**config.mk**
```make
export PLATFORM = sky130hd
export DESIGN_NAME = baud_timer_multimode
export DESIGN_NICKNAME = d
export VERILOG_FILES = /design/src/rtl/baud_timer_multimode.sv
export SDC_FILE = /design/constraint.sdc
export NUM_CORES = 1
export LEC_CHECK = 0
export BUFFER_PORTS_ARGS = -buffer_cell sky130_fd_sc_hd__buf_4
export CORE_AREA = 2 2 73 75
export DETAILED_ROUTE_END_ITERATION = 12
export DIE_AREA = 0 0 75 77
export GPL_TIMING_DRIVEN = 0
export PLACE_DENSITY = 0.53
export SETUP_SLACK_MARGIN = 0.4
export SYNTH_ARGS = -nofsm -noshare
export SYNTH_HDL_FRONTEND = slang
export SYNTH_SLANG_ARGS = --single-unit
export TNS_END_PERCENT = 10
```
**constraint.sdc**
```tcl
create_clock -name clk -period 2.85 [get_ports clk]
set_clock_uncertainty 0.1 [all_clocks]
set_input_delay 0.285 -clock clk [delete_from_list [all_inputs] [get_ports clk]]
set_output_delay 0.285 -clock clk [all_outputs]
set_load 0.01 [all_outputs]
```
**src/rtl/baud_timer_multimode.sv**
```systemverilog
// baud_timer_multimode
// Multi-mode timer built from a TL/TH register pair:
//   mode 00 : 5+W-bit counter (tl[4:0] low, th high; tl[W-1:5] untouched)
//   mode 01 : 2W-bit counter {th,tl}
//   mode 10 : W-bit tl counter, auto-reloaded from th on overflow
//   mode 11 : halt
// Overflow sets a sticky tf flag and raises ovf_pulse for one cycle,
// coincident with the wrapped count.
// Optional baud divider, enabled by defining BAUD_TIMER_BAUD_DIV_EN:
// a 5-bit counter of overflows producing baud_tick every 16th (smod=1)
// or 32nd (smod=0) overflow. Without the macro baud_tick is tied low.
module baud_timer_multimode #(
    parameter int W = 8
) (
    input  logic         clk,
    input  logic         rst,
    input  logic         tr,
    input  logic [1:0]   mode,
    input  logic         load,
    input  logic [W-1:0] tl_in,
    input  logic [W-1:0] th_in,
    input  logic         tf_clr,
    input  logic         smod,
    output logic [W-1:0] tl,
    output logic [W-1:0] th,
    output logic         tf,
    output logic         ovf_pulse,
    output logic         baud_tick
);

    localparam logic [1:0] MODE_13 = 2'b00;
    localparam logic [1:0] MODE_16 = 2'b01;
    localparam logic [1:0] MODE_8R = 2'b10;
    localparam logic [1:0] MODE_HALT = 2'b11;

    logic [W-1:0]   tl_reg;
    logic [W-1:0]   th_reg;
    logic [W-1:0]   tl_next;
    logic [W-1:0]   th_next;
    logic           tf_reg;
    logic           ovf_pulse_reg;
    logic           ovf_next;
    logic           count_en;
    logic [2*W-1:0] wide_sum;

    assign count_en = tr && (mode != MODE_HALT);
    assign wide_sum = {th_reg, tl_reg} + (2*W)'(1);

    // Next-count logic: load has priority over counting and never overflows.
    always_comb begin
        tl_next  = tl_reg;
        th_next  = th_reg;
        ovf_next = 1'b0;
        if (load) begin
            tl_next = tl_in;
            th_next = th_in;
        end else if (count_en) begin
            case (mode)
                MODE_13: begin
                    tl_next[4:0] = tl_reg[4:0] + 5'd1;
                    if (tl_reg[4:0] == 5'h1f) begin
                        th_next  = th_reg + W'(1);
                        ovf_next = &th_reg;
                    end
                end
                MODE_16: begin
                    {th_next, tl_next} = wide_sum;
                    ovf_next           = &{th_reg, tl_reg};
                end
                MODE_8R: begin
                    if (&tl_reg) begin
                        tl_next  = th_reg;
                        ovf_next = 1'b1;
                    end else begin
                        tl_next = tl_reg + W'(1);
                    end
                end
                default: begin
                end
            endcase
        end
    end

    // Count registers, sticky flag (set beats clear) and overflow strobe.
    always_ff @(posedge clk or negedge rst) begin
        if (!rst) begin
            tl_reg        <= '0;
            th_reg        <= '0;
            tf_reg        <= 1'b0;
            ovf_pulse_reg <= 1'b0;
        end else begin
            tl_reg        <= tl_next;
            th_reg        <= th_next;
            ovf_pulse_reg <= ovf_next;
            if (ovf_next) begin
                tf_reg <= 1'b1;
            end else if (tf_clr) begin
                tf_reg <= 1'b0;
            end
        end
    end

    assign tl        = tl_reg;
    assign th        = th_reg;
    assign tf        = tf_reg;
    assign ovf_pulse = ovf_pulse_reg;

`ifdef BAUD_TIMER_BAUD_DIV_EN
    logic [4:0] div_reg;
    logic       baud_tick_reg;
    logic       tick_next;

    // The tick is decided on the overflow edge so it lines up with ovf_pulse.
    always_comb begin
        tick_next = ovf_next && (smod ? (div_reg[3:0] == 4'hf) : (div_reg == 5'h1f));
    end

    // Overflow divider; only reset clears it, load and tf_clr leave it alone.
    always_ff @(posedge clk or negedge rst) begin
        if (!rst) begin
            div_reg       <= 5'd0;
            baud_tick_reg <= 1'b0;
        end else begin
            if (ovf_next) begin
                div_reg <= div_reg + 5'd1;
            end
            baud_tick_reg <= tick_next;
        end
    end

    assign baud_tick = baud_tick_reg;
`else
    logic unused_smod;
    assign unused_smod = smod;
    assign baud_tick   = 1'b0;
`endif

endmodule

```
Yosys cells after proc, flatten, opt, wreduce, memory -nomap -nowiden. Cells that the tools add are included.

$add $sub $neg: 4. Equality and inequality tests: 5. Mux-type cells: 16. Reduce and logical (&&, ||, !) cells: 13.

Operators by type and width (count): 8-bit 2-to-1 mux (6); 16-bit by 1-bit adder with 16-bit output (second input constant) (1); 8-bit by 1-bit adder with 8-bit output (second input constant) (2); 8-bit one-hot mux with 2 select lines (1); 16-bit AND reduction (1); 8-bit AND reduction (2); 5-bit one-hot mux with 3 select lines (1); 1-bit 2-to-1 mux (6); 3-bit one-hot mux with 2 select lines (1); 3-bit nonzero test (2); 5-bit by 1-bit adder with 5-bit output (second input constant) (1); 5-bit == test (second input constant) (1); 2-bit AND reduction (2); 2-bit nonzero test (2); 4-bit nonzero test (1); 3-bit inequality test (second input constant) (1); 1-bit one-hot mux with 3 select lines (1); 3-bit AND reduction (1); 2-bit by 1-bit == test with 1-bit output (second input constant) (1); 2-bit == test (second input constant) (1); 2-bit logical NOT (1); 2-bit inequality test (second input constant) (1); 1-bit logical AND (1).

Bits in registers: 18. Word-level logic and storage cells: 43.

Depth between registers and ports, before layout. Gate-level depths: netlist (run 1).

Word-level depth: 6. Depth in mapped cells: 8.

Least setup slack after synthesis (run 1). Ideal clock, no wire load.

Path type: reg-to-reg. Start: register tl_reg[0], in the netlist tl[0]. End: register th_reg[0], in the netlist th[0]. Data arrival time: 1.974 ns. Path slack: 0.694 ns. Stages on the path, launching flop included: 9. Path buffers: 0. Clock period less this slack: 2.156 ns. Cell sequence: dfrtp_1 ha_1 nand3_2 clkinv_4 ha_1 mux2_2 nand2_1 or3_2 a31oi_1.

Cells in the longest elaborated chain, start to end: 4.

Ends and longest elaborated chain: start: declaration (line 36) `logic [W-1:0] tl_reg;`; start signal: assignment (line 92) `tl_reg <= tl_next;`; 16-bit by 1-bit adder with 16-bit output (line 47) `assign wide_sum = {th_reg, tl_reg} + (2*W)'(1);`; 8-bit one-hot mux with 2 select lines (line 58) `case (mode)`; 8-bit 2-to-1 mux (line 57) `end else if (count_en) begin`; 8-bit 2-to-1 mux (line 54) `if (load) begin`; end signal: assignment (line 93) `th_reg <= th_next;`; end: declaration (line 37) `logic [W-1:0] th_reg;`.

Parallel ways exist; a longest one is shown, timed or not. The select of a mux whose other input is x is not followed. A chain may end at the register's enable or synchronous reset.

Worst setup path in the final report (run 1). Same ends and word-level chain as after synthesis.

==> flow_metrics.py, run 1 <==
metrics = {
    "synthesis": {
        "synth_area_um2": 1430,
        "synth_edf_count": 0,
        "synth.yosys.seq_area_share_pct": 31.4,
        "syn_avg_cell_area_um2": 8.39,
        "synthArstFlopShare_pct": 100,
        "synth_fp_nets": 202,
        "syn-instance-count": 171,
        "ys_types": 53,
        "synth_ff_type": "dfrtp_1",
        "ys_seq_elements": 18,
        "ys.warnings.count": 0,
    },
    "finish": {
        "layout.nets": 248,
        "drive_above_1_share_pct": 28.4,
        "n_antenna_cell": 0,
        "utilization_pct": 37.9,
        "synthToLayoutAreaGrowth_pct": 31.5,
    },
    "sta": {
        "tns_ns": 0,
        "fin_crit_sh_pct": 80.3,
        "hold_viol": 0,
        "grt_setup_unrepaired": "no",
        "slew_headroom_pct": 65.9,
        "finalSetupViolations": 0,
        "drv_slew": 0,
        "clock.fmax_ghz": 0.437,
        "fin_crit_ns": 2.29,
        "max_slew.worst_pin.slew_ns": 0.511,
    },
    "detailed_routing": {
        "wire_per_inst_um": 15.6,
        "ant_nets": 0,
        "routed_wl_mm": 4.46,
        "dr.pass1.iters": 5,
        "vias": 1488,
        "drc": 0,
        "drt_iter0_drc": 112,
        "vias_per_cell": 5.22,
    },
    "setup_path": {
        "critical_path.top_delay_family": "simple AND/OR/NAND/NOR gates",
        "timing.rr.start": "tl[0]",
        "crit_required_ns": 2.92,
        "arrival_ns": 2.36,
        "startpoint_type": "register",
        "r2r_cells": 8,
        "path_depth": 8,
        "critPathSlowestCell": "dfrtp_2",
        "cpPeakStageDelay_ns": 0.43,
        "worstReg2RegEnd": "th[0]",
        "rrSetupSlack_ns": 0.56,
        "path_buf_inv": 1,
        "path_cells": "ha_2 -> nand3_4 -> clkinv_4 -> ha_1 -> mux2_2 -> nand2_1 -> or3_2 -> a31oi_1",
        "critical_path_class": "reg2reg",
        "path_max_fanout": 8,
        "critical_path.endpoint_type": "register",
    },
    "clock_network": {
        "root_buffer": "clkbuf_8",
        "cts_max_level": 1,
        "cts.sinks": 18,
        "numCtsBuffers": 3,
        "cts_setup_buffers": 0,
        "clockBufferDepth": 2,
        "cts_tree": "done",
        "clk_latency_ns": 0.25,
        "clkSlewWorstSetupHoldPaths_ns": 0.07,
    },
    "global_route": {
        "grt_pass1_vias": 1415,
        "grtUsageMet2_pct": 24.3,
        "overflow": 0,
        "grt_max_degree": 19,
        "busiest_layer": "met2",
        "met3_usage_pct": 1.31,
        "grt_first_pass_wirelength_mm": 7.13,
        "antenna_found_initial": 0,
        "grt.total_usage_pct": 15.9,
        "met1_usage_pct": 23.7,
    },
    "flow_run": {
        "cap_violations": 0,
    },
    "die": {
        "boundaryPins": 43,
        "die_width_um": 75,
        "core_um2": 4980,
        "num_rows": 26,
        "start_util_pct": 28.8,
        "die_y_um": 77,
        "die-area_um2": 5780,
    },
    "power": {
        "pwr_density_cell_nw_per_um2": 416,
        "p_leak_nw": 0.785,
        "ir_drop_v": 0.000160,
    },
    "min_path": {
        "whs_endpoint": "tf",
        "hold_path_depth": 2,
        "hp-start": "tf_clr",
        "hold_path_class": "in2reg",
    },
    "place": {
        "dp_hpwl_mm": 3.26,
        "place_congestion": 0.799,
        "port-buffer-count": 40,
    },
    "status": {
        "status": "finished clean",
    },
}
==> layout by cell type (no fill, tap or decap), types with 4 or more instances in the layout <==
| cell type | instances |
|---|---|
| nand2_1 | 11 |
| and4_1 | 4 |
| o21ai_0 | 11 |
| o22ai_1 | 6 |
| nand4_1 | 6 |
| a31oi_1 | 7 |
| nor2_1 | 11 |
| nor3_1 | 5 |
| dfrtp_1 | 16 |
| nand3_1 | 9 |
| ha_1 | 6 |
| a21oi_1 | 8 |
| buf_4 | 42 |
| inv_1 | 9 |
==> worst max path at each step <==
| stage | slack, ns | startpoint | end |
|---|---|---|---|
| after floorplan | 0.69 | tl[0] | th[0] |
| after global placement | 0.46 | tl[0] | th[0] |
| after detailed placement | 0.50 | tl[0] | th[0] |
| after CTS | 0.46 | tl[0] | th[0] |
| after global routing | 0.41 | tl[0] | th[0] |
| final | 0.56 | tl[0] | th[0] |
==> Yosys cell counts, drive strengths merged, types with 3 or more instances <==
library cell / count / area share, %
inv: 9 / 2.4
clkbuf: 3 / 0.79
nor2: 11 / 2.9
a31oi: 7 / 3.1
buf: 5 / 2.5
or4: 3 / 1.6
nand2: 11 / 2.9
a21o: 3 / 1.6
dfrtp: 18 / 31
nor3: 5 / 1.7
a21oi: 10 / 4.5
o31ai: 3 / 1.6
and4: 4 / 2.4
nand4: 6 / 2.6
nand3: 10 / 3.8
and2: 3 / 1.4
ha: 7 / 6.1
o21ai: 11 / 3.8
a211o: 3 / 1.8
o22ai: 6 / 2.6
==> layer usage <==
layer / vias to the layer above / share of wire (%)
li1: 746 / -
met1: 699 / 49
met2: 41 / 46
met3: 2 / 4.1
met4: 0 / 0.76
met5: - / 0
==> timing repair <==
action / in CTS / in global routing
endpoints found under the setup margin: 0 / 4
hold endpoints to repair: 18 / 0
hold buffers: 1 / 0
resized for setup: 0 / 4
==> metrics by stage <==
stage                     worst slack (ns)  hold WS (ns)  cells  total power [mW]  cell area [um^2]
after global routing                 0.407         0.115    285             0.838              1890
after detailed placement             0.497        0.0813    281             0.598              1820
after global placement               0.459        0.0770    281             0.598              1820
after floorplan                      0.694        -0.111    171             0.475              1430
after CTS                            0.458         0.112    285             0.788              1870
final                                0.560         0.114    285             0.785              1890
==> report_power, final <==
part           internal (mW)  total (mW)  switching (mW)
clock network         0.0940       0.184          0.0898
registers              0.284       0.340          0.0564
logic                  0.127       0.261           0.135
total                  0.504       0.785           0.281
==> final cells by class <==
type / count / area (um^2)
Sequential cell: 18 / 453
Buffer: 8 / 47.5
Inverter: 10 / 42.5
Fill cell: 539 / 3090
Multi-Input combinational cell: 135 / 903
Tap cell: 70 / 87.6
Clock buffer: 3 / 41.3
Timing Repair Buffer: 41 / 310
==> kinds of logic after synthesis <==
family          share of synthesized area, %
simple gates                            26.2
buf+inv                                 6.28
flops                                   31.4
compound gates                          28.4
other cells                            0.262
fa+ha+maj                               6.11
mux                                    0.785
xor+xnor                               0.611
No activity file was read; power rests on OpenSTA's default activity.
==> run 2: changes to the inputs <==
PLACE_DENSITY = 0.55   (was 0.53)
clock period = 2.1 ns   (was 2.85 ns; I/O delays follow)
==> run 2 against run 1 <==
Die area unchanged. Routed wire length down 1.4%. Global-route usage up 0.31 points. Utilization up 2.0 points. First-iteration DRC count down 27%. Critical path type unchanged. Largest cell class unchanged.
==> flow_metrics.py, run 2 (synthesis results as in run 1) <==
metrics = {
    "status": {
        "status": "finished clean",
    },
    "power": {
        "pwr_density_cell_nw_per_um2": 579,
        "ir_drop_v": 0.000315,
        "p_leak_nw": 0.835,
        "power_mw": 1.15,
    },
    "setup_path": {
        "timing.rr.start": "tl[0]",
        "r2r_cells": 8,
        "arrival_ns": 1.93,
        "crit_required_ns": 2.19,
        "critical_path.endpoint_type": "register",
        "path_max_fanout": 5,
        "worstReg2RegEnd": "th[6]",
        "critical_path_class": "reg2reg",
        "startpoint_type": "register",
        "rrSetupSlack_ns": 0.26,
    },
    "die": {
        "start_util_pct": 28.8,
        "core_um2": 4980,
        "boundaryPins": 43,
        "num_rows": 26,
        "die_y_um": 77,
        "die_width_um": 75,
        "die-area_um2": 5780,
    },
    "finish": {
        "n_antenna_cell": 0,
        "utilization_pct": 39.9,
        "nFillCells": 542,
        "fin_area_um2": 1990,
        "fin_cells": 292,
        "final_cell_mix": "buf_4 (48), dfrtp_1 (14), nor2_1 (11), o21ai_0 (11), nand2_1 (10)",
        "layout.nets": 254,
        "drive_above_1_share_pct": 32.9,
        "final_common_cell": "buf_4",
        "synthToLayoutAreaGrowth_pct": 38.6,
    },
    "sta": {
        "grt_setup_unrepaired": "yes",
        "fin_crit_ns": 1.84,
        "hold_viol": 0,
        "hold_slack_ns": 0.0381,
        "drv_slew": 0,
        "finalWorstSetupSlack_ns": 0.260,
        "finalSetupViolations": 0,
        "clock.fmax_ghz": 0.543,
        "tns_ns": 0,
        "fin_crit_sh_pct": 87.6,
    },
    "min_path": {
        "hold_path_class": "in2reg",
        "hold_path_depth": 2,
        "hp-start": "tf_clr",
        "whs_endpoint": "tf",
    },
    "place": {
        "port-buffer-count": 40,
        "dp_worst_setup_slack_ns": 0.0776,
        "placed_cells": 281,
        "dpl_cell_area_um2": 1870,
        "dp_hpwl_mm": 3.26,
        "place_congestion": 0.784,
    },
    "clock_network": {
        "root_buffer": "clkbuf_8",
        "numCtsBuffers": 3,
        "cts_tree": "done",
        "clk_latency_ns": 0.26,
        "clockBufferDepth": 2,
        "cts_max_level": 1,
        "cts.sinks": 18,
        "clkSlewWorstSetupHoldPaths_ns": 0.07,
    },
    "global_route": {
        "overflow": 0,
        "grt_max_degree": 19,
        "antenna_found_initial": 0,
        "grt_pass1_vias": 1451,
        "grt.total_usage_pct": 16.2,
        "grt_first_pass_wirelength_mm": 7.32,
    },
    "detailed_routing": {
        "drc": 0,
        "vias_per_cell": 5.25,
        "vias": 1532,
        "wire_per_inst_um": 15.1,
        "routed_wl_mm": 4.40,
        "dr.pass1.iters": 4,
        "ant_nets": 0,
        "drt_iter0_drc": 82,
    },
    "flow_run": {
        "cap_violations": 0,
    },
}
-- run 2: changes by cell type in the layout (fill, tap and decap cells not counted), moves of 2 or more --
cell	previous run	this run
buf_4	42	48
dfrtp_1	16	14
dfrtp_2	2	4
ha_4	0	2
-- run 2: worst max-delay path by stage --
stage                     start  endpoint  slack, ns
after floorplan           tl[0]     th[6]       0.21
after global routing      tl[1]     th[6]       0.18
final                     tl[0]     th[6]       0.26
after detailed placement  tl[0]     th[4]       0.08
after global placement    tl[0]     th[0]        0.1
after CTS                 tl[0]     th[6]       0.25
-- run 2: final cells by class --
class / count / area, um^2 / share of cell area, %
inverters: 10 / 42.5 / 2.14
flip-flops and latches: 18 / 455 / 22.9
clock buffers: 4 / 55.1 / 2.77
plain buffers: 8 / 47.5 / 2.39
well taps: 70 / 87.6 / 4.41
multi-input cells: 135 / 943 / 47.5
repair buffers: 47 / 355 / 17.9
-- run 2: critical path, cell delays in order, from the launching register on --
cell and delay (ns):
dfrtp_2 0.43, ha_4 0.17, nand3_4 0.10, clkinv_4 0.06, ha_4 0.16, mux2_4 0.29, and2_4 0.16, a311oi_1 0.18
nand3b_1 0.13
-- run 2: what timing repair did --
item / 4_1_cts / 5_1_grt
hold buffers: 1 / 0
setup endpoints to repair: 13 / 13
buffers inserted: 5 / 1
resized for setup: 0 / 4
endpoints found under the hold margin: 18 / 0
pin swaps: 1 / 2
-- run 2: per-layer routing --
metal	GRT usage (%)	wire length [um]	vias up
met5	0	0	-
met4	3.75	53	0
met3	1.97	208	6
met2	23.3	1940	41
met1	25.4	2190	720
li1	-	-	765
-- run 2: where the power goes --
group	total [mW]	internal, mW	switching (mW)
clock	0.297	0.167	0.131
combinational	0.396	0.199	0.197
sequential	0.456	0.386	0.0703
total	1.15	0.752	0.397
